[config.mk]
export PLATFORM = sky130hd
export DESIGN_NAME = param_shift_reg
export DESIGN_NICKNAME = d
export VERILOG_FILES = /design/src/rtl/shift_pkg.sv /design/src/rtl/shift_bit_counter.sv /design/src/rtl/param_shift_reg.sv
export SDC_FILE = /design/constraint.sdc
export NUM_CORES = 1
export LEC_CHECK = 0
export ABC_AREA = 1
export ABC_CLOCK_PERIOD_IN_PS = 4470
export CORE_ASPECT_RATIO = 0.6
export CORE_MARGIN = 3
export CORE_UTILIZATION = 29
export CTS_CLUSTER_DIAMETER = 80
export DETAILED_ROUTE_END_ITERATION = 8
export GPL_TIMING_DRIVEN = 0
export SYNTH_ARGS = -nofsm -noshare
export SYNTH_HDL_FRONTEND = slang
export SYNTH_SLANG_ARGS = --single-unit
export TNS_END_PERCENT = 1
[constraint.sdc]
create_clock -name clk -period 4.47 [get_ports clk]
set_clock_uncertainty 0.1 [all_clocks]
set_input_delay 1.341 -clock clk [delete_from_list [all_inputs] [get_ports clk]]
set_output_delay 1.341 -clock clk [all_outputs]
set_load 0.01 [all_outputs]
[src/rtl/shift_pkg.sv]
// Shared definitions for the parameterised shift register: operation modes.
package shift_pkg;

   typedef enum logic [1:0] {
      HOLD = 2'b00,
      SHL  = 2'b01,
      SHR  = 2'b10,
      LOAD = 2'b11
   } mode_e;

endpackage

[src/rtl/shift_bit_counter.sv]
// Serialize-frame sequencer: counts WIDTH busy cycles, then pulses done once.
module shift_bit_counter #(
   parameter  int WIDTH = 8,
   localparam int CW    = (WIDTH > 1) ? $clog2(WIDTH) : 1
) (
   input  logic clk,
   input  logic reset,
   input  logic start,
   output logic busy,
   output logic done,
   output logic shift_en
);

   localparam logic [CW-1:0] CNT_MAX = CW'(WIDTH - 1);

   logic [CW-1:0] cnt_q, cnt_d;
   logic          busy_q, busy_d;
   logic          done_q, done_d;

   // Starts arriving while busy are dropped; the done cycle is idle, so a
   // held start restarts on the edge that ends it.
   always_comb begin
      busy_d = busy_q;
      done_d = 1'b0;
      cnt_d  = cnt_q;
      if (busy_q) begin
         if (cnt_q == CNT_MAX) begin
            busy_d = 1'b0;
            done_d = 1'b1;
            cnt_d  = '0;
         end else begin
            cnt_d = cnt_q + CW'(1);
         end
      end else if (start) begin
         busy_d = 1'b1;
         cnt_d  = '0;
      end
   end

   always_ff @(posedge clk or negedge reset) begin
      if (!reset) begin
         cnt_q  <= '0;
         busy_q <= 1'b0;
         done_q <= 1'b0;
      end else begin
         cnt_q  <= cnt_d;
         busy_q <= busy_d;
         done_q <= done_d;
      end
   end

   assign busy     = busy_q;
   assign done     = done_q;
   assign shift_en = busy_q && (cnt_q != CNT_MAX);

endmodule

[src/rtl/param_shift_reg.sv]
// Parameterised shift register with hold/shift/load modes and an MSB-first
// serializer frame started by a single-cycle start request.
module param_shift_reg
   import shift_pkg::*;
#(
   parameter int WIDTH = 8
) (
   input  logic             clk,
   input  logic             reset,
   input  logic [1:0]       mode,
   input  logic [WIDTH-1:0] par_in,
   input  logic             sin_lsb,
   input  logic             sin_msb,
   input  logic             start,
   output logic [WIDTH-1:0] par_out,
   output logic             sout_msb,
   output logic             sout_lsb,
   output logic             busy,
   output logic             done
);

   logic [WIDTH-1:0] q_q, q_d;
   logic             shift_en;

   shift_bit_counter #(.WIDTH(WIDTH)) u_cnt (
      .clk      (clk),
      .reset    (reset),
      .start    (start),
      .busy     (busy),
      .done     (done),
      .shift_en (shift_en)
   );

   // While a frame runs, mode and start have no effect on the datapath.
   always_comb begin
      q_d = q_q;
      if (busy) begin
         if (shift_en) q_d = {q_q[WIDTH-2:0], sin_lsb};
      end else if (start) begin
         q_d = par_in;
      end else begin
         case (mode_e'(mode))
            HOLD:    q_d = q_q;
            SHL:     q_d = {q_q[WIDTH-2:0], sin_lsb};
            SHR:     q_d = {sin_msb, q_q[WIDTH-1:1]};
            LOAD:    q_d = par_in;
            default: q_d = q_q;
         endcase
      end
   end

   always_ff @(posedge clk or negedge reset) begin
      if (!reset) q_q <= '0;
      else        q_q <= q_d;
   end

   assign par_out  = q_q;
   assign sout_msb = q_q[WIDTH-1];
   assign sout_lsb = q_q[0];

endmodule

==> results.rst, run 1 <==
.. list-table::
   :header-rows: 1

   * - Metric
     - Value
   * - Pin count of the biggest net entering global routing
     - 14
   * - Worst min-delay path class
     - register to register
   * - Number of resized instances in the post-cts repair step
     - 0
   * - Prevailing post-synth register cell
     - dfrtp_1
   * - Post-synth EDFFs
     - 0
   * - Post-synth cell types
     - 17
   * - Most instantiated cells after synthesis
     - 55 x nand2_1, 24 x nor2_1, 14 x nand3_1, 13 x dfrtp_1
   * - R2R setup slack
     - 2.76 ns
   * - Clock buffer depth
     - 2
   * - Leading cell type by number of instances after synthesis
     - nand2_1
   * - Final non-filler cell area
     - 1234 µm²
   * - Instance count along the most critical hold path
     - 1
   * - I/O pin count
     - 27
   * - Via count of the first global-routing pass
     - 805
   * - Register Area
     - 325.3 µm²
   * - Final period utilization
     - 61.48%
   * - Peak supply drop
     - between 0.2 and 0.3 mV
   * - Number of failing setup endpoints in the final timing report
     - 0
   * - Capture point of the worst reg-to-reg path
     - par_out[3]
   * - Leading cell types by total area after synthesis
     - dfrtp_1 37%, nand2_1 24%, nor2_1 10%
   * - Routability congestion estimate from global placement
     - 0.8013
   * - Post-synth top area cell
     - dfrtp_1
   * - Hold_sp
     - u_cnt.cnt_q[0]
   * - Number of placed instances with taps included
     - just under 200
   * - CP Capture Type
     - primary output
   * - Crit start category
     - register
   * - Number of antenna violations at the first check in global routing
     - 0
   * - Hold WS
     - approximately 0.39 ns
   * - Static leakage power
     - 0.6328 nW
   * - DIE AREA
     - 3747 µm²
   * - DRT iter0 DRCs
     - 33
   * - Critical Path Fanout Max
     - 5
   * - Placement Setup Slack
     - approximately 1.8 ns
   * - Post-DP Area
     - 1189 µm²
   * - Total power
     - 0.8336 mW
   * - Max capacitance violation total
     - 0
   * - Max-slew violation count
     - 0
   * - Total number of vias
     - 885
   * - H-tree depth
     - 1
   * - Clock transition at the registers of the reported paths
     - 0.06 ns
   * - Mapped Avg Cell Area
     - 6.756 µm²
   * - DP Wirelength
     - 1.748 mm
   * - Master cell of the clock root buffer
     - clkbuf_8
   * - Count of inserted antenna diode cells
     - 0
   * - Final #Nets
     - about 180
   * - Worst slew pin tran
     - ~0.66 ns
   * - Final critical delay including setup and external delays
     - around 2.7 ns
   * - TritonCTS clock tree
     - yes
   * - Aggregate routed wire length
     - 2.403 mm
   * - Count of buffers inserted at the top-level ports
     - 26
   * - Post-detailed-route DRC marker count
     - 0
   * - Max Clk Rate
     - roughly 360 MHz
   * - Number of instances in the synthesized netlist
     - 130
   * - Core footprint
     - 2680 µm²
   * - Num rows
     - 14
   * - Die X-Extent
     - 77.05 µm
   * - Fin Setup TNS
     - 0 ns
   * - Die span in y
     - 48.63 µm
   * - Required time reported for the critical path endpoint
     - ~3 ns
   * - Clock insertion delay at the later pin of the skew report
     - 0.25 ns
   * - Clock Sink Count
     - 13
   * - Drt wl/cell
     - 12.02 µm
   * - Number of buffers created by CTS
     - 3
   * - Global route overflow
     - 0
   * - Post-Route Utilization
     - 46.03%
   * - Cell count of the worst reg-to-reg path
     - 9
   * - Post-detailed-route via-to-cell ratio
     - 4.425
   * - Share of final-layout standard cells stronger than drive strength 1
     - 11.88%
   * - Critical setup path kind
     - register to primary output
   * - Fill count
     - 285
   * - Setup fix buffers added after clock tree synthesis
     - 0
   * - Net count of the mapped netlist
     - 147
   * - Final Hold Violating Endpoints
     - 0
   * - Pre-antenna DRT Iters
     - 4
   * - Unrepaired setup endpoints after global routing
     - no
   * - Data arrival time of the critical path
     - 1.31 ns
   * - Run status
     - finished, final reports clean
   * - Hold buffer count at CTS
     - 0
   * - Share of the synthesized area in the top cell type
     - 37.04%
   * - Power density over the cells
     - a little under 700 nW/µm²
   * - Crit Reg-Reg Startpoint
     - u_cnt.cnt_q[0]
   * - Flops & latches, synth
     - 13
   * - Async S/R FF share, synth
     - 100.0%
   * - Final cell count without fillers
     - 200
   * - First-pass GRT wire length
     - approximately 4 mm
   * - Area of the mapped netlist
     - 878.3 µm²
   * - Final Worst Setup Slack
     - roughly 1.7 ns
   * - Total track usage
     - between 10% and 20%
   * - Area of the multi-input gates
     - 471.7 µm²
   * - Min-Delay Endpoint
     - u_cnt.cnt_q[0]
   * - Relative max-transition margin
     - 55.60%
   * - Area added between synthesis and finish
     - 40.46%
   * - Post-synthesis sequential area ratio
     - 37.04%
   * - Total of warnings raised by yosys
     - 0
   * - Starting density of the core
     - between 30% and 40%
   * - Antenna viol nets, final
     - 0
[power breakdown]
group          internal, mW  switching, mW  total, mW
Sequential            0.181         0.0706      0.251
Clock                0.0633         0.0501      0.113
Combinational         0.243          0.226      0.469
Total                 0.487          0.347      0.834
[placed cells by master (no fill, tap or decap)]
master           count
nand2_1             55
clkdlybuf4s50_1     26
nor2_1              24
nand3_1             14
dfrtp_1             13
buf_6                3
buf_4                3
inv_1                3
clkbuf_8             3
nand2_2              2
inv_2                2
a21oi_1              2
o21ai_2              2
ha_1                 2
nor2_2               1
a21oi_4              1
inv_4                1
or2_4                1
a22o_1               1
clkbuf_1             1
[flip-flops by register name, indices dropped and copies added, names as in the netlist]
name	cells
par_out	8
u_cnt.busy	1
u_cnt.done	1
u_cnt.cnt_q	3
[worst max path at each step]
| stage | startpoint | depth (start not counted) | end |
|---|---|---|---|
| after CTS | par_out[0] | 2 | par_out[0] |
| after detailed placement | mode[0] | 7 | par_out[3] |
| final | par_out[0] | 2 | par_out[0] |
| after floorplan | mode[1] | 7 | par_out[1] |
| after global routing | par_out[0] | 2 | par_out[0] |
| after global placement | mode[0] | 7 | par_out[3] |
[cell type report]
| class | count | share of cell area (%) |
|---|---|---|
| inverters | 6 | 2.028 |
| multi-input cells | 105 | 38.24 |
| plain buffers | 6 | 4.564 |
| flip-flops and latches | 13 | 26.37 |
| clock buffers | 4 | 3.651 |
| well taps | 40 | 4.057 |
| repair buffers | 26 | 21.10 |
[worst max-delay path: stages, from the launching register on]
cell and delay (ns):
dfrtp_1 0.40, buf_4 0.13, clkdlybuf4s50_1 0.52
[cells by family after synthesis]
family / count (synthesis) / share of synthesized area (%)
buf+inv: 12 / 9.259
flops: 13 / 37.04
compound gates: 6 / 5.984
fa+ha+maj: 2 / 2.849
simple gates: 97 / 44.87
[routing by layer]
| layer | vias to the layer above | global-route usage [%] | wire length (µm) |
|---|---|---|---|
| met1 | 392 | 20.54 | 1253 |
| met4 | 0 | 3.550 | 26 |
| met2 | 27 | 18.21 | 913 |
| met3 | 4 | 6.111 | 210 |
| met5 | - | 0 | 0 |
| li1 | 462 | - | - |
No activity file was read; power rests on OpenSTA's default activity.
==> inputs of run 2 (changes only) <==
--- a/config.mk
+++ b/config.mk
@@ -6,7 +6,7 @@
 export NUM_CORES = 1
 export LEC_CHECK = 0
 export ABC_AREA = 1
-export ABC_CLOCK_PERIOD_IN_PS = 4470
+export ABC_CLOCK_PERIOD_IN_PS = 2400
 export CORE_ASPECT_RATIO = 0.6
 export CORE_MARGIN = 3
 export CORE_UTILIZATION = 29
==> constraint.sdc (replaced) <==
create_clock -name clk -period 2.4 [get_ports clk]
set_clock_uncertainty 0.1 [all_clocks]
set_input_delay 0.72 -clock clk [delete_from_list [all_inputs] [get_ports clk]]
set_output_delay 0.72 -clock clk [all_outputs]
set_load 0.01 [all_outputs]
==> results of run 2 <==
Same layout as run 1 (identical final DEF). Status: finished, final reports clean.
Main changes from that run: setup slack after placement 1.751 ns -> 0.3016 ns; setup slack after layout 1.722 ns -> 0.2726 ns; register-to-register setup slack 2.76 ns -> 0.69 ns; total power 0.8336 mW -> 1.553 mW; worst IR drop on VDD 0.2966 mV -> 0.5525 mV
